File: config.mk
export PLATFORM = sky130hd
export DESIGN_NAME = ccr_unit
export DESIGN_NICKNAME = d
export VERILOG_FILES = /design/src/rtl/ccr_pkg.sv /design/src/rtl/ccr_stack.sv /design/src/rtl/ccr_unit.sv
export SDC_FILE = /design/constraint.sdc
export NUM_CORES = 1
export LEC_CHECK = 0
export ABC_CLOCK_PERIOD_IN_PS = 4340
export CORE_MARGIN = 3
export CORE_UTILIZATION = 40
export DETAILED_ROUTE_END_ITERATION = 8
export GPL_TIMING_DRIVEN = 0
export PLACE_DENSITY = 0.74
export SKIP_LAST_GASP = 1
export SLEW_MARGIN = 40
export SYNTH_ARGS = -nofsm -noshare
export SYNTH_HDL_FRONTEND = slang
export SYNTH_HIERARCHICAL = 1
export SYNTH_SLANG_ARGS = --single-unit
File: constraint.sdc
create_clock -name clk -period 4.34 [get_ports clk]
set_input_delay 0.868 -clock clk [delete_from_list [all_inputs] [get_ports clk]]
set_output_delay 0.868 -clock clk [all_outputs]
set_load 0.005 [all_outputs]
File: src/rtl/ccr_pkg.sv
// Shared definitions for the execute-stage condition-code register: flag layout,
// common write masks and the flag vector type.
package ccr_pkg;

    localparam int CCR_W  = 3;

    localparam int FLAG_Z = 0;
    localparam int FLAG_N = 1;
    localparam int FLAG_C = 2;

    localparam logic [CCR_W-1:0] MASK_ALL = 3'b111;
    localparam logic [CCR_W-1:0] MASK_ZN  = 3'b011;

    typedef logic [CCR_W-1:0] ccr_t;

endpackage

File: src/rtl/ccr_stack.sv
// LIFO of flag snapshots used across nested interrupts; push is ignored when
// full, pop is ignored when empty, and push takes precedence if both are asserted.
module ccr_stack #(
    parameter int DEPTH = 2,
    parameter int W     = 3,
    parameter int CNT_W = $clog2(DEPTH + 1)
) (
    input  logic             clk,
    input  logic             rst,
    input  logic             push_i,
    input  logic             pop_i,
    input  logic [W-1:0]     din_i,
    output logic [W-1:0]     dout_o,
    output logic             full_o,
    output logic             empty_o,
    output logic [CNT_W-1:0] count_o
);

    // Storage is rounded up to a power of two so the count indexes it at full width.
    localparam int SLOTS = 1 << CNT_W;

    logic [W-1:0]     mem_q [SLOTS];
    logic [CNT_W-1:0] cnt_q;
    logic [CNT_W-1:0] top_idx;

    assign full_o  = (cnt_q == CNT_W'(DEPTH));
    assign empty_o = (cnt_q == '0);
    assign count_o = cnt_q;
    assign top_idx = cnt_q - CNT_W'(1);
    assign dout_o  = mem_q[top_idx];

    always_ff @(posedge clk) begin
        if (rst) begin
            cnt_q <= '0;
        end else if (push_i && !full_o) begin
            cnt_q <= cnt_q + CNT_W'(1);
        end else if (pop_i && !empty_o) begin
            cnt_q <= cnt_q - CNT_W'(1);
        end
    end

    always_ff @(posedge clk) begin
        if (push_i && !full_o) begin
            mem_q[cnt_q] <= din_i;
        end
    end

endmodule

File: src/rtl/ccr_unit.sv
// Execute-stage condition-code register with SETC/CLRC, flag-clearing conditional
// jumps and interrupt save/restore. Define CCR_STACK_ERR_EN for sticky LIFO error flags.
module ccr_unit
    import ccr_pkg::*;
#(
    parameter int SAVE_DEPTH = 2
) (
    input  logic                            clk,
    input  logic                            rst,
    input  logic [CCR_W-1:0]                alu_ccr,
    input  logic                            alu_wr,
    input  logic [CCR_W-1:0]                flag_mask,
    input  logic                            setc,
    input  logic                            clrc,
    input  logic                            jz,
    input  logic                            jn,
    input  logic                            jc,
    input  logic                            int_save,
    input  logic                            rti_restore,
    input  logic                            stall,
    input  logic                            flush,
`ifdef CCR_STACK_ERR_EN
    input  logic                            err_clr,
    output logic                            err_ovf,
    output logic                            err_udf,
`endif
    output logic [CCR_W-1:0]                ccr_out,
    output logic                            branch_taken,
    output logic [$clog2(SAVE_DEPTH+1)-1:0] stack_cnt
);

    localparam int CNT_W = $clog2(SAVE_DEPTH + 1);

    ccr_t ccr_q, ccr_d;
    ccr_t jump_clr;
    ccr_t stk_top;
    logic hold;
    logic do_pop, do_push;
    logic stk_full, stk_empty;

    assign hold    = stall | flush;
    assign do_pop  = !hold && rti_restore;
    assign do_push = !hold && !rti_restore && int_save;

    // Each taken jump clears exactly the flag it tested.
    assign jump_clr[FLAG_Z] = jz & ccr_q[FLAG_Z];
    assign jump_clr[FLAG_N] = jn & ccr_q[FLAG_N];
    assign jump_clr[FLAG_C] = jc & ccr_q[FLAG_C];

    assign branch_taken = !hold && (|jump_clr);
    assign ccr_out      = ccr_q;

    ccr_stack #(
        .DEPTH (SAVE_DEPTH),
        .W     (CCR_W),
        .CNT_W (CNT_W)
    ) u_stack (
        .clk     (clk),
        .rst     (rst),
        .push_i  (do_push),
        .pop_i   (do_pop),
        .din_i   (ccr_q),
        .dout_o  (stk_top),
        .full_o  (stk_full),
        .empty_o (stk_empty),
        .count_o (stack_cnt)
    );

    always_comb begin
        ccr_d = ccr_q;
        if (hold) begin
            ccr_d = ccr_q;
        end else if (rti_restore) begin
            if (!stk_empty) begin
                ccr_d = stk_top;
            end
        end else if (!int_save) begin
            for (int i = 0; i < CCR_W; i++) begin
                if (alu_wr && flag_mask[i]) begin
                    ccr_d[i] = alu_ccr[i];
                end else if (jump_clr[i]) begin
                    ccr_d[i] = 1'b0;
                end else if (i == FLAG_C) begin
                    if (setc) begin
                        ccr_d[i] = 1'b1;
                    end else if (clrc) begin
                        ccr_d[i] = 1'b0;
                    end
                end
            end
        end
    end

    always_ff @(posedge clk) begin
        if (rst) begin
            ccr_q <= '0;
        end else begin
            ccr_q <= ccr_d;
        end
    end

`ifdef CCR_STACK_ERR_EN
    logic err_ovf_q, err_udf_q;

    // A new error in the same cycle as err_clr keeps the flag set.
    always_ff @(posedge clk) begin
        if (rst) begin
            err_ovf_q <= 1'b0;
            err_udf_q <= 1'b0;
        end else begin
            if (do_push && stk_full) begin
                err_ovf_q <= 1'b1;
            end else if (err_clr) begin
                err_ovf_q <= 1'b0;
            end
            if (do_pop && stk_empty) begin
                err_udf_q <= 1'b1;
            end else if (err_clr) begin
                err_udf_q <= 1'b0;
            end
        end
    end

    assign err_ovf = err_ovf_q;
    assign err_udf = err_udf_q;
`endif

endmodule

# Word-level counts from Yosys, hierarchy flattened
# Memories as Yosys holds them, arrays and structs flattened.
# Index checks and enable logic that the tools add are counted.
word_totals:
  ramBits: 12
  out_inout_bits: 6
  reg_bits: 5
  word_cells: 52
  in_bits: 18
  memories: 1
classes:
  bitwise: 5
  n_reduce_logical: 22
  eq_ne: 3
  add_sub_neg: 2
  muxes: 15
memory_table:
  columns: ["memory", "words", "width", "rd", "rd_ports_with_merged_regs", "write_ports", "line_no", "text"]
  rows:
  - ["u_stack.mem_q", 4, 3, 1, 0, 1, "ccr_stack.sv:22", "logic [W-1:0] mem_q [SLOTS];"]
ops:
  columns: ["operator", "n"]
  rows:
  - ["AND reduction 4 bit", 3]
  - ["two-way mux 1 bit", 10]
  - ["logical AND 1 bit", 9]
  - ["two-way mux 3 bit", 3]
  - ["nonzero test 3 bit", 2]
  - ["nonzero test 5 bit", 1]
  - ["logical NOT 1 bit", 4]
  - ["two-way mux 2 bit", 2]
  - ["bitwise AND 1 bit", 3]
  - ["OR reduction 3 bit", 1]
  - ["adder 2 x 1 -> 2 bit, second input constant", 1]
  - ["== test 2 bit, second input constant", 1]
  - ["logical NOT 2 bit", 1]
  - ["!= test 2 x 1 -> 1 bit, second input constant", 1]
  - ["!= test 2 bit, second input constant", 1]
  - ["nonzero test 2 bit", 1]
  - ["subtractor 2 x 1 -> 2 bit, second input constant", 1]
  - ["NOT 1 bit", 1]
  - ["OR 1 bit", 1]

# Longest topological paths before layout
depth:
  ltp_word: 7
  mapped_depth: 7
  ltp_nobuf: 7

# By module
# The synthesis kept the hierarchy.
by_module_without_submodules:
  columns: ["module", "n_inst", "cells_per_inst", "area_each_um2", "seq_area_each_um2"]
  rows:
  - ["ccr_stack", 1, 37, 614.3, 400.4]
  - ["ccr_unit", 1, 36, 259.0, 60.1]

# Worst setup path before layout
# OpenSTA, ideal clock, no wires.
synth_timing:
  path_kind: "input to output"
  start: "input port jc"
  end: "output port branch_taken"
  required_ps: 3472
  path_stages: 2
  arrival_ps: 1254
  n_path_buf: 0
  path_slack_ps: 2218
  cell_sequence: "a222oi_1 > nor3_1"
synth_between:
  elab_chain_cells: 3
synth_rtl:
  columns: ["element", "line_no", "text"]
  rows:
  - ["start: declaration", "ccr_unit.sv:17", "input logic jc,"]
  - ["bitwise AND 1 bit", "ccr_unit.sv:48", "assign jump_clr[FLAG_C] = jc & ccr_q[FLAG_C];"]
  - ["OR reduction 3 bit", "ccr_unit.sv:50", "assign branch_taken = !hold && (|jump_clr);"]
  - ["logical AND 1 bit", "ccr_unit.sv:50", null]
  - ["end: declaration", "ccr_unit.sv:28", "output logic branch_taken,"]
# No other way between the ends.

# Worst setup path after layout
# Same ends and word-level chain as after synthesis.

==> results.py <==
metrics = {
    "run_status": {
        "outcome": "finished clean",
    },
    "cts": {
        "cts_resized": 0,
        "post_cts_buffers": 0,
        "cts_tree": "done",
        "clk_path_buf_depth": 2,
        "h-tree-depth": 1,
        "clock_latency_ps": 280,
        "clk_pin_slew_ps": 90,
        "hold_buffers": 0,
        "cts_buffers": 3,
        "cts_root_buffer": "clkbuf_4",
        "cts_sinks": 17,
    },
    "yosys": {
        "synthMuxAreaShare_pct": 7.74,
        "synth_area_sq_um": 873,
        "yosys_most_used_dff": "edfxtp_1",
        "synth-async-reset-ratio_pct": 0,
        "yosys.area_share.simple_pct": 19.5,
        "ys_types": 28,
        "netlist_instances": 73,
        "yosys_warnings": 6,
        "seq_area_frac_synth_pct": 52.7,
        "postSynthAreaPerCell_sq_um": 12.0,
        "synth-compound-area-share_pct": 12.0,
        "synth_top_family_by_area": "simple AND/OR/NAND/NOR gates",
        "synth_xor_area_share_pct": 0,
        "synth_enable_flop_cells": 12,
        "yosys.area_share.adder_pct": 5.73,
        "ys_ff_latch": 17,
    },
    "global_route": {
        "grt_pass1_vias": 706,
        "grt_use_met3_pct": 2.56,
        "grt-ovfl-total": 0,
        "grt_max_degree": 11,
        "grtUsageMet1_pct": 18.3,
        "antenna_found_initial": 0,
        "grt-busiest-layer": "met2",
        "gr-usage-met2_pct": 27.3,
        "track_usage_pct": 15.5,
        "grt_pass1_wl_um": 3080,
    },
    "pwr": {
        "total_power_w": 0.000301,
        "vdd_drop_max_v": 0.000128,
        "power_density_mw_per_mm2": 257,
        "power_leakage_nw": 0.398,
    },
    "cells_and_area": {
        "layout.cells.non_filler": 129,
        "ff_latch_area_sq_um": 460,
        "area.growth.synth_to_final_pct": 34.1,
        "antenna_cells": 0,
        "nets": 125,
        "fillers": 173,
        "drive_gt1_share_pct": 11.8,
        "multi_input_area_sq_um": 404,
    },
    "sta": {
        "setup-violations-final": 0,
        "skew_ps": 0.913,
        "holdWs_ps": 547,
        "finalHoldViolations": 0,
        "tns_ps": 0,
        "grt_setup_unrepaired": "no",
        "period_minus_slack_ps": 3140,
        "min_period_over_period_pct": 72.4,
        "maxSlewViolCount": 0,
        "setup_slack_ps": 1200,
        "fmax_mhz": 318,
    },
    "hold_path": {
        "hold_class": "register to register",
        "min_path_cells": 0,
    },
    "place": {
        "pre_cts_ws_ps": 1210,
        "placed_cells": 125,
        "routabilityCongestion": 0.740,
        "dp.final_hpwl_um": 1490,
        "io_buffer_count": 23,
    },
    "drt": {
        "drt_iter0_drc": 24,
        "vias_per_cell": 5.18,
        "wl_per_cell_um": 13.9,
        "postRouteAntennaNets": 0,
        "wl_um": 1800,
        "dr.pass1.iters": 4,
        "vias": 668,
        "drc": 0,
    },
    "worst_setup_path": {
        "start_kind": "primary input",
        "end_kind": "primary output",
        "crit_arrival_ps": 2270,
        "r2r_cells": 7,
        "critical_path_required_ps": 3470,
        "criticalPathCategory": "primary input to primary output",
        "crit_path_max_fanout": 2,
    },
    "floorplan": {
        "dieWidth_um": 52.7,
        "initial_core_util_pct": 43.2,
        "core_area_sq_mm": 0.00202,
        "dieArea_sq_mm": 0.00278,
        "placementRows": 16,
        "die_h_um": 52.7,
        "io_pins": 24,
    },
    "job": {
        "drv_cap": 0,
    },
}
## layout make-up
class / instances / share of cell area, %
Multi-Input combinational cell: 54 / 34.5
Tap cell: 27 / 2.88
Inverter: 3 / 0.962
Timing Repair Buffer: 23 / 19.7
Sequential cell: 17 / 39.3
Buffer: 1 / 0.427
Clock buffer: 4 / 2.24
## final timing paths
| check | to | slack [ps] | startpoint |
|---|---|---|---|
| setup / recovery | branch_taken | 1200 | jc |
| hold / removal | u_stack/mem_q[0][1] | 550 | ccr_out[1] |
| setup reg to reg | ccr_out[2] | 2400 | u_stack/count_o[0] |
| hold reg to reg | u_stack/mem_q[0][1] | 550 | ccr_out[1] |
## Yosys cell counts (2+ instances only)
| cell type | count | share of area (%) |
|---|---|---|
| dfxtp_1 | 5 | 11 |
| nand3_1 | 4 | 2.3 |
| nor3_1 | 3 | 1.7 |
| and2_1 | 3 | 2.1 |
| ha_1 | 4 | 5.7 |
| nand2_1 | 6 | 2.6 |
| mux4_2 | 3 | 7.7 |
| a211oi_1 | 2 | 1.7 |
| a21oi_1 | 3 | 1.7 |
| o21ai_0 | 5 | 2.9 |
| a222oi_1 | 2 | 2.3 |
| edfxtp_1 | 12 | 41 |
| inv_1 | 3 | 1.3 |
| nand2b_1 | 4 | 2.9 |
## placed cells by master, fill, tap and decap left out, types with 4 or more instances in the layout
cell type | Yosys | layout
o21ai_0 | 5 | 5
dfxtp_1 | 5 | 5
nand2_1 | 6 | 6
ha_1 | 4 | 4
clkdlybuf4s50_1 | 0 | 23
edfxtp_1 | 12 | 12
nand3_1 | 4 | 4
nand2b_1 | 4 | 4
## sequential cells by signal, summed over array words and instances, names as in the netlist
signal	count
u_stack/count_o	2
ccr_out	3
u_stack/mem_q	12
## where the power goes
group	internal, W	switching, W	leakage (nW)	total (W)
Sequential	0.000176	0.00000311	0.156	0.000179
Clock	0.0000356	0.0000438	0.0150	0.0000795
Combinational	0.0000256	0.0000172	0.227	0.0000428
## metal layers
metal	part of all wire [%]	routed length, um
met1	44	797
met2	53	949
met3	2.7	49
met4	0	0
met5	0	0
## worst max-delay path, cell delays in order
cell	delay [ps]
clkdlybuf4s50_1	460
a222oi_1	410
nor3_1	80
clkdlybuf4s50_1	460
## per-stage QoR
| stage | area, sq um | util, % |
|---|---|---|
| floorplan | 881 | - |
| global placement | 1140 | 56.6 |
| detailed placement | 1140 | 56.6 |
| CTS | 1170 | 57.9 |
| global route | 1170 | 57.9 |
| finish | 1170 | 57.9 |
## cells by family (layout without fill, tap and decap cells)
group / after synthesis / in the layout
AO/OA/AOI/OAI: 15 / 15
AND/OR/NAND/NOR: 29 / 29
flip-flops: 17 / 17
multiplexers: 3 / 3
buffers and inverters: 4 / 31
other: 1 / 3
adder cells (fa/ha/maj): 4 / 4
Power figures use the tool's default switching activity.
